File: src/rtl/narrow_sat.sv
// 32-to-16 bit saturating narrower with a two-entry valid/ready output buffer.
// Results and their saturation flag are computed at acceptance and queued in order.
module narrow_sat #(
  parameter int unsigned DEPTH = 2
) (
  input  logic        clk,
  input  logic        rst_n,
  input  logic [31:0] a,
  input  logic        sext,
  input  logic        in_valid,
  output logic        in_ready,
  output logic [15:0] b,
  output logic        ovf,
  output logic        out_valid,
  input  logic        out_ready,
  output logic [7:0]  ovf_cnt
);

  if (DEPTH != 2) begin : g_bad_depth
    $error("narrow_sat supports DEPTH == 2 only");
  end

  typedef enum logic [1:0] {
    StEmpty,
    StOne,
    StFull
  } state_e;

  state_e      state_q, state_d;
  // Each entry packs {ovf, b}; entry 0 is always the head.
  logic [16:0] ent0_q, ent0_d;
  logic [16:0] ent1_q, ent1_d;
  logic [7:0]  cnt_q, cnt_d;

  logic [15:0] nar_b;
  logic        nar_ovf;
  logic        push;
  logic        pop;

  // Signed range check: a fits in 16 signed bits iff a[31:15] is all zeros or all ones.
  always_comb begin
    nar_b   = a[15:0];
    nar_ovf = 1'b0;
    if (sext) begin
      if (!a[31] && (a[31:15] != 17'h00000)) begin
        nar_b   = 16'h7FFF;
        nar_ovf = 1'b1;
      end else if (a[31] && (a[31:15] != 17'h1FFFF)) begin
        nar_b   = 16'h8000;
        nar_ovf = 1'b1;
      end
    end else if (a[31:16] != 16'h0000) begin
      nar_b   = 16'hFFFF;
      nar_ovf = 1'b1;
    end
  end

  assign in_ready  = (state_q != StFull);
  assign out_valid = (state_q != StEmpty);
  assign push      = in_valid && in_ready;
  assign pop       = out_valid && out_ready;

  always_comb begin
    state_d = state_q;
    ent0_d  = ent0_q;
    ent1_d  = ent1_q;
    unique case (state_q)
      StEmpty: begin
        if (push) begin
          state_d = StOne;
          ent0_d  = {nar_ovf, nar_b};
        end
      end
      StOne: begin
        if (push && pop) begin
          ent0_d = {nar_ovf, nar_b};
        end else if (push) begin
          state_d = StFull;
          ent1_d  = {nar_ovf, nar_b};
        end else if (pop) begin
          state_d = StEmpty;
          ent0_d  = '0;
        end
      end
      StFull: begin
        if (pop) begin
          state_d = StOne;
          ent0_d  = ent1_q;
          ent1_d  = '0;
        end
      end
      default: begin
        state_d = StEmpty;
        ent0_d  = '0;
        ent1_d  = '0;
      end
    endcase
  end

  always_comb begin
    cnt_d = cnt_q;
    if (push && nar_ovf && (cnt_q != 8'hFF)) begin
      cnt_d = cnt_q + 8'd1;
    end
  end

  always_ff @(posedge clk) begin
    if (!rst_n) begin
      state_q <= StEmpty;
      ent0_q  <= '0;
      ent1_q  <= '0;
      cnt_q   <= '0;
    end else begin
      state_q <= state_d;
      ent0_q  <= ent0_d;
      ent1_q  <= ent1_d;
      cnt_q   <= cnt_d;
    end
  end

  assign b       = out_valid ? ent0_q[15:0] : 16'h0000;
  assign ovf     = out_valid ? ent0_q[16] : 1'b0;
  assign ovf_cnt = cnt_q;

endmodule

File: config.mk
export PLATFORM = sky130hd
export DESIGN_NAME = narrow_sat
export DESIGN_NICKNAME = d
export VERILOG_FILES = /design/src/rtl/narrow_sat.sv
export SDC_FILE = /design/constraint.sdc
export NUM_CORES = 1
export LEC_CHECK = 0
export ABC_AREA = 1
export CAP_MARGIN = 30
export CORE_ASPECT_RATIO = 1.1
export CORE_MARGIN = 2
export CORE_UTILIZATION = 35
export DETAILED_ROUTE_END_ITERATION = 6
export PLACE_DENSITY = 0.57
export SETUP_SLACK_MARGIN = 0.02
export SLEW_MARGIN = 20
export SYNTH_ARGS = -nofsm -noshare
export SYNTH_HDL_FRONTEND = slang
export SYNTH_SLANG_ARGS = --single-unit
File: constraint.sdc
create_clock -name clk -period 3 [get_ports clk]
set_input_delay 0.3 -clock clk [delete_from_list [all_inputs] [get_ports clk]]
set_output_delay 0.3 -clock clk [all_outputs]
set_load 0.005 [all_outputs]
Word-level counts from Yosys, hierarchy flattened. Index checks and enable logic that the tools add are counted.

Register bits after elaboration: 44.

Add/subtract/negate cells: 1. Equality and inequality tests: 12. Muxes and demuxes: 24. Bitwise operators: 1. Reduce and logical (&&, ||, !) cells: 15.

Operator list (number): two-way mux 17 bit (6); one-hot mux 17 bit (3 select lines) (2); two-way mux 16 bit (5); != test 17 bit, second input constant (1); nonzero test 17 bit (1); nonzero test 16 bit (1); AND reduction 4 bit (3); two-way mux 2 bit (5); != test 2 bit, second input constant (5); != test 3 bit, second input constant (3); adder 8 x 1 -> 8 bit, second input constant (1); != test 8 bit, second input constant (1); logical AND 1 bit (7); one-hot mux 2 bit (3 select lines) (1); two-way mux 1 bit (5); equality test 2 x 1 -> 1 bit, second input constant (1); equality test 2 bit, second input constant (1); logical NOT 2 bit (1); nonzero test 2 bit (1); logical NOT 1 bit (1); NOT 1 bit (1).

Depth between registers and ports, before layout.
Depth in word-level cells: 8. Depth in mapped cells: 13. Depth with buffers taken out: 12.

Worst setup path after synthesis. OpenSTA, ideal clock, no wires.

Path type: in2reg. Start point: in a[16]. End point: reg ent0_q[3]. Arrival: 1.322 ns. Data required time: 2.862 ns. Setup slack: 1.540 ns. Stages on the path: 11. Path buffers: 1. Cells stage by stage: nor2_1 nand2_1 nor2_4 clkbuf_1 nand3b_1 nand2_1 nand2_1 nand2_1 nand2_1 nand2_1 a21oi_2.

Longest elaborated chain between the ends: 7.

RTL lines: from (decl) (line 8) `input logic [31:0] a,`; != test 17 bit (line 48) `end else if (a[31] && (a[31:15] != 17'h1FFFF)) begin`; logical AND 1 bit (line 48); two-way mux 16 bit (line 48); two-way mux 16 bit (line 45) `if (!a[31] && (a[31:15] != 17'h00000)) begin`; two-way mux 16 bit * (line 44) `if (sext) begin`; two-way mux 17 bit, on equally long branches (line 75, 69); one-hot mux 17 bit (3 select lines) * (line 67) `unique case (state_q)`; to (signal assigned) (line 115) `ent0_q <= ent0_d;`; to (decl) (line 31) `logic [16:0] ent0_q, ent0_d;`.

Mark *: on every way between the ends. The rest lies on a longest branch, timed or not. The select of a mux whose other input is x is not followed. A chain may end at the register's enable or synchronous reset.

Worst setup path after layout.
Start point: reg state_q[1]. End point: out in_ready.

Longest elaborated chain between the ends: 1.

RTL lines: from (decl) (line 29) `state_e state_q, state_d;`; from (signal assigned) (line 109) `state_q <= StEmpty;`; from (signal assigned) (line 114) `state_q <= state_d;`; != test 2 bit (line 58) `assign in_ready = (state_q != StFull);`; to (decl) (line 11) `output logic in_ready,`.

Every way passes these cells.

==> metrics.yaml <==
run_status:
  run_status: "complete, no violations"
sta:
  timing.fmax_mhz: 452
  slew_violations: 0
  finalCritPeriodShare_pct: 73.8
  worst_pin_slew_ns: 0.595
  whs_ns: 0.468
  finClkSkew_ns: 0.00619
  relSlewSlack_pct: 60.2
  min_period_ns: 2.21
  fin_tns_setup_ns: 0
  hold_viol_final: 0
  setup_viol: 0
  rsz0062_at_grt: "no"
power_and_ir_drop:
  p_leak_uw: 0.00138
  irDropWorstVdd_mv: 0.195
  power_density_nw_per_um2: 453
  finalPower_uw: 1570
worst_setup_path:
  cp.required_ns: 2.70
  path_class: "flip-flop to output pin"
  arrival_ns: 1.91
  cp_max_fo: 19
  crit_path_start_kind: "flip-flop"
  end_kind: "output pin"
placement:
  portBuffers: 63
  place.gp.congestion: 0.774
  detailed_place_hpwl_mm: 4.76
  dp.cells: 551
drt:
  routed-via-count: 2666
  drt_iter0_drc: 160
  via_per_inst: 4.77
  first_pass_iters: 4
  remaining_drc_errors: 0
  wl_per_cell_um: 11.8
  final_antenna_net_count: 0
  drt_wl_total_mm: 6.57
yosys:
  syn_inst: 414
  synth_area_um2: 2630
  yosysTopAreaCellShare_pct: 33.5
  seq_area_frac_synth_pct: 33.5
  synth_top_family_by_area: "simple AND/OR/NAND/NOR gates"
  yosys_warnings: 0
  synthAdderAreaFrac_pct: 0.476
  syn-num-nets: 452
  yosys.area.top_type: "dfxtp_1"
  synthMuxAreaShare_pct: 0
  ys_types: 33
  synthSimpleGateAreaFrac_pct: 44.8
  synthTopCellsByArea: "dfxtp_1 33%, nand2_1 27%, a21oi_1 5.9%"
  synth-xor-area-share_pct: 2.00
  ys_seq_elements: 44
  syn_avg_cell_area_um2: 6.36
  synth_compound_area_share_pct: 11.8
global_route:
  antenna_found_initial: 0
  grt_pass1_wl_mm: 11.0
  gr-total-overflow: 0
  grt_pass1_vias: 2368
  grt_max_degree: 31
  track_usage_pct: 16.6
final_layout:
  diodes: 0
  post_route_cells_drive_above_1_share_pct: 7.84
  final-instance-count-excl-fill: 559
  synthToLayoutAreaGrowth_pct: 31.8
  final_common_cell: "nand2_1"
  final_cell_mix: "192 x nand2_1, 63 x clkdlybuf4s50_1, 44 x dfxtp_1, 39 x nor2_1, 31 x a21oi_1"
  nets: 509
die:
  dieWidth_um: 86.7
  ioPinCount: 64
  rows: 33
  start_util_pct: 35.6
  core_area_um2: 7390
  die_h_um: 94.9
  dieArea_um2: 8230
clock_tree:
  root_buffer: "clkbuf_8"
  post_cts_resized: 0
  numCtsBuffers: 5
  cts_sinks: 44
  cts_tree: "built"
  post_cts_buffers: 0
  hold_buffers: 0
  clock_path_buffers: 2
  clk_pin_slew_ns: 0.08
  clkLatencyLatePin_ns: 0.30
  htree_levels: 2
job:
  drv_cap: 0
worst_hold_path:
  min_path_type: "flip-flop to flip-flop"
## kinds of logic after synthesis
group,after synthesis
AND/OR/NAND/NOR,272
XOR/XNOR,6
flip-flops,44
buffers and inverters,42
AO/OA/AOI/OAI,49
adder cells (fa/ha/maj),1
## synth_stat cells, drive strengths merged
cell type	instances
o21a	1
o211ai	2
ha	1
dfxtp	44
a21oi	41
nand3	8
nand2	195
buf	8
clkbuf	8
a211oi	2
inv	23
o21ai	3
nand4	8
clkinv	3
or2	1
xnor2	3
nand3b	15
xor2	3
nor2	45
## worst max-delay path, stage by stage (launching register included)
cell,delay [ns]
dfxtp_1,0.40
inv_1,0.11
nor2_4,0.48
inv_1,0.15
clkdlybuf4s50_1,0.48
## per-layer routing
metal	part of all wire (%)	track usage, %
met1	47	21.9
met2	47	27.9
met3	5.2	3.06
met4	0.82	3.91
met5	0	0
## layout make-up
type	instances	area (um^2)
tap	87	109
clock inverter	3	90.1
fill	770	3920
multi-input combinational	328	1550
inverter	26	111
clock buffer	5	68.8
timing repair buffer	66	653
sequential	44	881
## power breakdown
group | leakage (uW) | switching [uW] | internal, uW
clock | 0.0000784 | 213 | 417
sequential | 0.000360 | 21.0 | 619
combinational | 0.000946 | 167 | 135
total | 0.00138 | 401 | 1170
## final timing paths
check             slack (ns)  depth (start not counted)  startpoint    endpoint
setup / recovery        0.79                          4  state_q[1]    in_ready
hold / removal          0.47                          2  ent1_q[14]  ent1_q[14]
setup reg to reg        0.89                          8  state_q[0]   ent0_q[7]
hold reg to reg         0.47                          2  ent1_q[14]  ent1_q[14]
## through the flow
step                area [um^2]  setup slack [ns]  util, %
floorplan                  2630              1.54        -
global placement           3310             0.681     44.8
detailed placement         3310             0.645     44.8
CTS                        3470             0.758     46.9
global route               3470             0.635     46.9
finish                     3470             0.787     46.9
## flip-flops by register name (all words and copies together), names as in the netlist
register  count
ent1_q       17
ent0_q       17
state_q       2
ovf_cnt       8
Note: power is estimated with default switching activity, not from simulation.
